===== src/rtl/stream_demux_buf.sv =====
// stream_demux_buf: registered 1-to-N valid/ready demultiplexer with a one-entry buffer per channel.
// Optional: define STREAM_DEMUX_STATS_EN to add per-channel saturating accept counters (stat_sel/stat_cnt).
module stream_demux_buf #(
    parameter int WIDTH = 2,
    parameter int N_CH  = 4,
    parameter int SEL_W = 2,
    parameter int CNT_W = 16
) (
    input  logic                  clk,
    input  logic                  rst,
    input  logic                  in_valid,
    output logic                  in_ready,
    input  logic [SEL_W-1:0]      in_sel,
    input  logic                  in_bcast,
    input  logic [WIDTH-1:0]      in_data,
    output logic [N_CH-1:0]       out_valid,
    input  logic [N_CH-1:0]       out_ready,
    output logic [N_CH*WIDTH-1:0] out_data,
    output logic                  sel_err
`ifdef STREAM_DEMUX_STATS_EN
    ,
    input  logic [SEL_W-1:0]      stat_sel,
    output logic [CNT_W-1:0]      stat_cnt
`endif
);
    localparam logic [SEL_W:0] NCH_L = (SEL_W+1)'(N_CH);

    if (N_CH < 2 || N_CH > 16 || (2**SEL_W) < N_CH || CNT_W < 1 || WIDTH < 1) begin : g_param_chk
        $error("stream_demux_buf: invalid parameter combination");
    end

    logic [N_CH-1:0]       hit;
    logic [N_CH-1:0]       free;
    logic [N_CH-1:0]       load;
    logic [N_CH-1:0]       vld_nxt;
    logic [N_CH-1:0]       vld_p1;
    logic [N_CH*WIDTH-1:0] data_p1;
    logic                  oor;
    logic                  acc;
    logic                  err_p1;

    // A draining buffer counts as free, so in_ready never looks at in_valid.
    always_comb begin
        hit = '0;
        for (int i = 0; i < N_CH; i++) begin
            hit[i] = (in_sel == SEL_W'(i));
        end
        free = ~vld_p1 | out_ready;
        oor  = !in_bcast && ({1'b0, in_sel} >= NCH_L);
        if (rst)           in_ready = 1'b0;
        else if (in_bcast) in_ready = &free;
        else if (oor)      in_ready = 1'b1;
        else               in_ready = |(hit & free);
        acc  = in_valid && in_ready;
        load = '0;
        if (acc && !oor) begin
            load = in_bcast ? '1 : hit;
        end
    end

    always_comb begin
        vld_nxt = load | (vld_p1 & ~out_ready);
    end

    // Stage p1: output buffers and error pulse
    always_ff @(posedge clk) begin
        if (rst) begin
            vld_p1  <= '0;
            data_p1 <= '0;
            err_p1  <= 1'b0;
        end else begin
            vld_p1 <= vld_nxt;
            err_p1 <= acc && oor;
            for (int i = 0; i < N_CH; i++) begin
                if (load[i]) data_p1[i*WIDTH +: WIDTH] <= in_data;
            end
        end
    end

    always_comb begin
        out_valid = vld_p1;
        out_data  = data_p1;
        sel_err   = err_p1;
    end

`ifdef STREAM_DEMUX_STATS_EN
    logic [CNT_W-1:0] cnt_p1 [N_CH];
    logic [CNT_W-1:0] stat_p2;

    function automatic logic [CNT_W-1:0] sat_inc(input logic [CNT_W-1:0] v);
        return (&v) ? v : v + CNT_W'(1);
    endfunction

    // Stage p1: counters; stage p2: registered read-out
    always_ff @(posedge clk) begin
        if (rst) begin
            for (int i = 0; i < N_CH; i++) cnt_p1[i] <= '0;
            stat_p2 <= '0;
        end else begin
            for (int i = 0; i < N_CH; i++) begin
                if (load[i]) cnt_p1[i] <= sat_inc(cnt_p1[i]);
            end
            stat_p2 <= '0;
            for (int i = 0; i < N_CH; i++) begin
                if (stat_sel == SEL_W'(i)) stat_p2 <= cnt_p1[i];
            end
        end
    end

    assign stat_cnt = stat_p2;
`endif

endmodule


===== config.mk =====
export PLATFORM = sky130hd
export DESIGN_NAME = stream_demux_buf
export DESIGN_NICKNAME = d
export VERILOG_FILES = /design/src/rtl/stream_demux_buf.sv
export SDC_FILE = /design/constraint.sdc
export NUM_CORES = 1
export LEC_CHECK = 0
export BUFFER_PORTS_ARGS = -buffer_cell sky130_fd_sc_hd__buf_2
export CORE_AREA = 3 3 40 42
export CTS_CLUSTER_SIZE = 12
export DETAILED_ROUTE_END_ITERATION = 10
export DIE_AREA = 0 0 43 45
export HOLD_SLACK_MARGIN = 0.06
export PLACE_DENSITY = 0.85
export SLEW_MARGIN = 20
export SYNTH_ARGS = -nofsm -noshare
export SYNTH_HDL_FRONTEND = slang
export SYNTH_SLANG_ARGS = --single-unit

===== constraint.sdc =====
create_clock -name clk -period 3.3 [get_ports clk]
set_input_delay 0 -clock clk [delete_from_list [all_inputs] [get_ports clk]]
set_output_delay 0 -clock clk [all_outputs]
set_load 0.1 [all_outputs]

==> metrics.md <==
| Metric | Value |
|---|---|
| Outcome | `finished, final reports clean` |
| Layout Nets | `103` |
| Int Power | `261 uW` |
| H-tree levels | `1` |
| Via count of the first global-routing pass | `551` |
| Final Instance Area | `836 um2` |
| Adder-cell share of the synthesized area | `0%` |
| Synth unique cells | `21` |
| Core area | `1280 um2` |
| Top cells by area, synth | `dfxtp_1 (40%), mux2i_1 (13%), nand2b_1 (12%)` |
| Syn nets | `69` |
| Antenna viol nets, final | `0` |
| Initial DRC count | `8` |
| Setup bufs post-CTS | `0` |
| # setup viols final | `0` |
| Number of cells after detailed placement | `94` |
| R2R Path End | `out_valid[3]` |
| First-pass GRT wire length | `2.30 mm` |
| Die Ht | `45 um` |
| CP required | `3.46 ns` |
| Metal3 WL | `93 um` |
| Starting Density | `46.8%` |
| Hold Startpoint | `in_data[1]` |
| GPL Wtd Cong | `0.706` |
| Reg2reg start | `out_valid[3]` |
| CP Data Arrival Time | `2.32 ns` |
| Async S/R FF share, synth | `0%` |
| M1 wire length | `590 um` |
| DRC | `0` |
| Clk pwr share | `26.5%` |
| Max Root-Sink Buffers | `2` |
| Crit path time final | `2.16 ns` |
| DIE AREA | `1940 um2` |
| DP HPWL | `1.02 mm` |
| Reg2Reg Setup Slack | `1.22 ns` |
| Post-synth top flop | `dfxtp_1` |
| CTS buffer count | `3` |
| R2R cell count | `5` |
| Yosys Warn Count | `0` |
| Crit start category | `primary input` |
| Area of the multi-input gates | `343 um2` |
| Synth Area in Simple Gates | `20.0%` |
| Part of the power in registers | `37.2%` |
| Clock transition at path regs | `0.07 ns` |
| Post-synthesis xor/xnor area fraction | `0%` |
| Clock latency on the worst-skew pair | `0.27 ns` |
| Pin count of the biggest net entering global routing | `16` |
| Sequential area share after synthesis | `39.9%` |
| Die width | `43 um` |
| Setup TNS | `0 ns` |
| FMAX | `462 MHz` |
| #FFs+latches synth | `12` |
| DP Area | `729 um2` |
| Routed wl met2 | `704 um` |
| PortBufs | `24` |
| Pwr Density | `518 nW/um2` |
| Pleak | `0.416 nW` |
| CTS tree | `done` |
| Synth area leader | `dfxtp_1` |
| Final wirelength | `1.41 mm` |
| Switching share of total power | `39.8%` |
| Final global-route overflow total | `0` |
| Final Slew Violations | `0` |
| Worst hold path class | `primary input to register` |
| Period utilization | `65.6%` |
| Pre-CTS setup slack | `1.73 ns` |
| WL per Instance | `13.4 um` |
| Worst Setup End Kind | `register` |
| NetSw | `172 uW` |
| Final Non-Filler Cells | `105` |
| Vias | `528` |
| CTS root buffer | `clkbuf_4` |
| Setup ws final | `1.14 ns` |
| DRT Pass-1 Iters | `4` |
| Fill count | `99` |
| Largest family of logic cells by synthesized area | `simple AND/OR/NAND/NOR gates` |
| Clock sink total | `12` |
| Tot GR Track Use | `15.8%` |
| Area share of the largest cell type after synthesis | `39.9%` |
| Hold path cells | `3` |
| Max FO, Critical Path | `5` |
| Initial antenna violation count | `0` |
| Diodes inserted | `0` |
| Synth Instances | `57` |
| RSZ-0062 raised after global routing | `no` |
| Core Util, Final | `65.0%` |
| Post-synthesis mux area share | `17.0%` |
| Setup CP Type | `primary input to register` |
| Syn_area_per_cell | `10.6 um2` |
| Post-synth EDFFs | `0` |
| Combinational group share of total power | `36.2%` |
| Synth Cell Area | `602 um2` |
| Max layer used | `met4` |
| Top cells by count, synth | `dfxtp_1 (12), nand2b_1 (12), mux2i_1 (8), a21oi_1 (3), o2111ai_2 (3)` |
| Max rail drop VDD | `373 uV` |
| Clock Skews | `0.000493 ns` |
| Post-synthesis compound-gate area fraction | `19.3%` |
| Drt via density | `5.03` |
| Boundary Pins | `26` |
| Syn-to-layout area delta | `38.9%` |
| Area occupied by registers | `240 um2` |
| Share of cells above drive strength 1 | `41.1%` |
| Worst hold path endpoint | `out_data[5]` |
| # Max-Cap Violations | `0` |
| Rows | `13` |
| Final Hold Fails | `0` |
## flip-flops by register name (all words and copies together) (netlist names)
| signal | flops |
|---|---|
| out_data | 8 |
| out_valid | 4 |
## stage by stage
stage | total power [mW] | hold slack, ns
after floorplan | 0.288 | 0.184
after global placement | 0.312 | 0.300
after detailed placement | 0.314 | 0.305
after CTS | 0.437 | 0.0699
after global routing | 0.449 | 0.102
final | 0.433 | 0.0739
## critical path, stage by stage
cell and delay [ns]:
dlygate4sd3_1 0.53, buf_2 0.13, nand2b_1 0.16, mux4_2 0.54, o2111ai_2 0.28, a21oi_1 0.12
dlygate4sd3_1 0.57
## how the worst max path moves through the flow
stage                 startpoint      endpoint  slack (ns)  depth (start not counted)
floorplan           out_valid[2]      in_ready        0.78                          4
global placement    out_valid[1]   out_data[4]        1.76                          4
detailed placement  out_valid[1]   out_data[4]        1.73                          4
CTS                 out_ready[0]  out_valid[1]        1.14                          7
global route        out_ready[0]  out_valid[3]        1.05                          7
finish              out_ready[0]  out_valid[3]        1.14                          7
## cells in the final DEF, fill, tap and decap left out, types with 2 or more instances in the layout
cell	Yosys	routed
dlygate4sd3_1	0	7
a21oi_1	3	3
nand2b_4	2	2
nand2b_1	12	12
buf_2	0	24
nand2_1	2	2
o21ai_0	2	2
o2111ai_2	3	3
clkbuf_4	0	3
dfxtp_1	12	12
mux2i_1	8	8
## cells by family after synthesis
group | after synthesis
simple gates | 18
compound gates | 13
flops | 12
mux | 9
buf+inv | 4
other cells | 1
## power groups by stage
stage          Sequential (mW)  Clock, mW  Combinational, mW
2_1_floorplan            0.238          0             0.0498
3_3_place_gp             0.164          0              0.148
3_5_place_dp             0.164          0              0.150
4_1_cts                  0.161      0.119              0.157
5_1_grt                  0.162      0.123              0.164
6_report                 0.161      0.115              0.157
## routing by layer
layer | GRT usage [%] | vias to the layer above
met1 | 16.7 | 235
met4 | 7.23 | 0
met2 | 29.6 | 19
met3 | 3.98 | 4
li1 | - | 270
met5 | 0 | -
## cell type report
cell class	count	share of cell area, %
Inverter	2	0.898
Timing Repair Buffer	31	22.8
Tap cell	15	2.25
Clock buffer	4	4.34
Multi-Input combinational cell	41	41.0
Sequential cell	12	28.7
## timing repair
action,in CTS,in global routing
hold buffers,7,0
hold endpoints to repair,5,0
gates resized for setup,0,0
No activity file was read; power rests on OpenSTA's default activity.
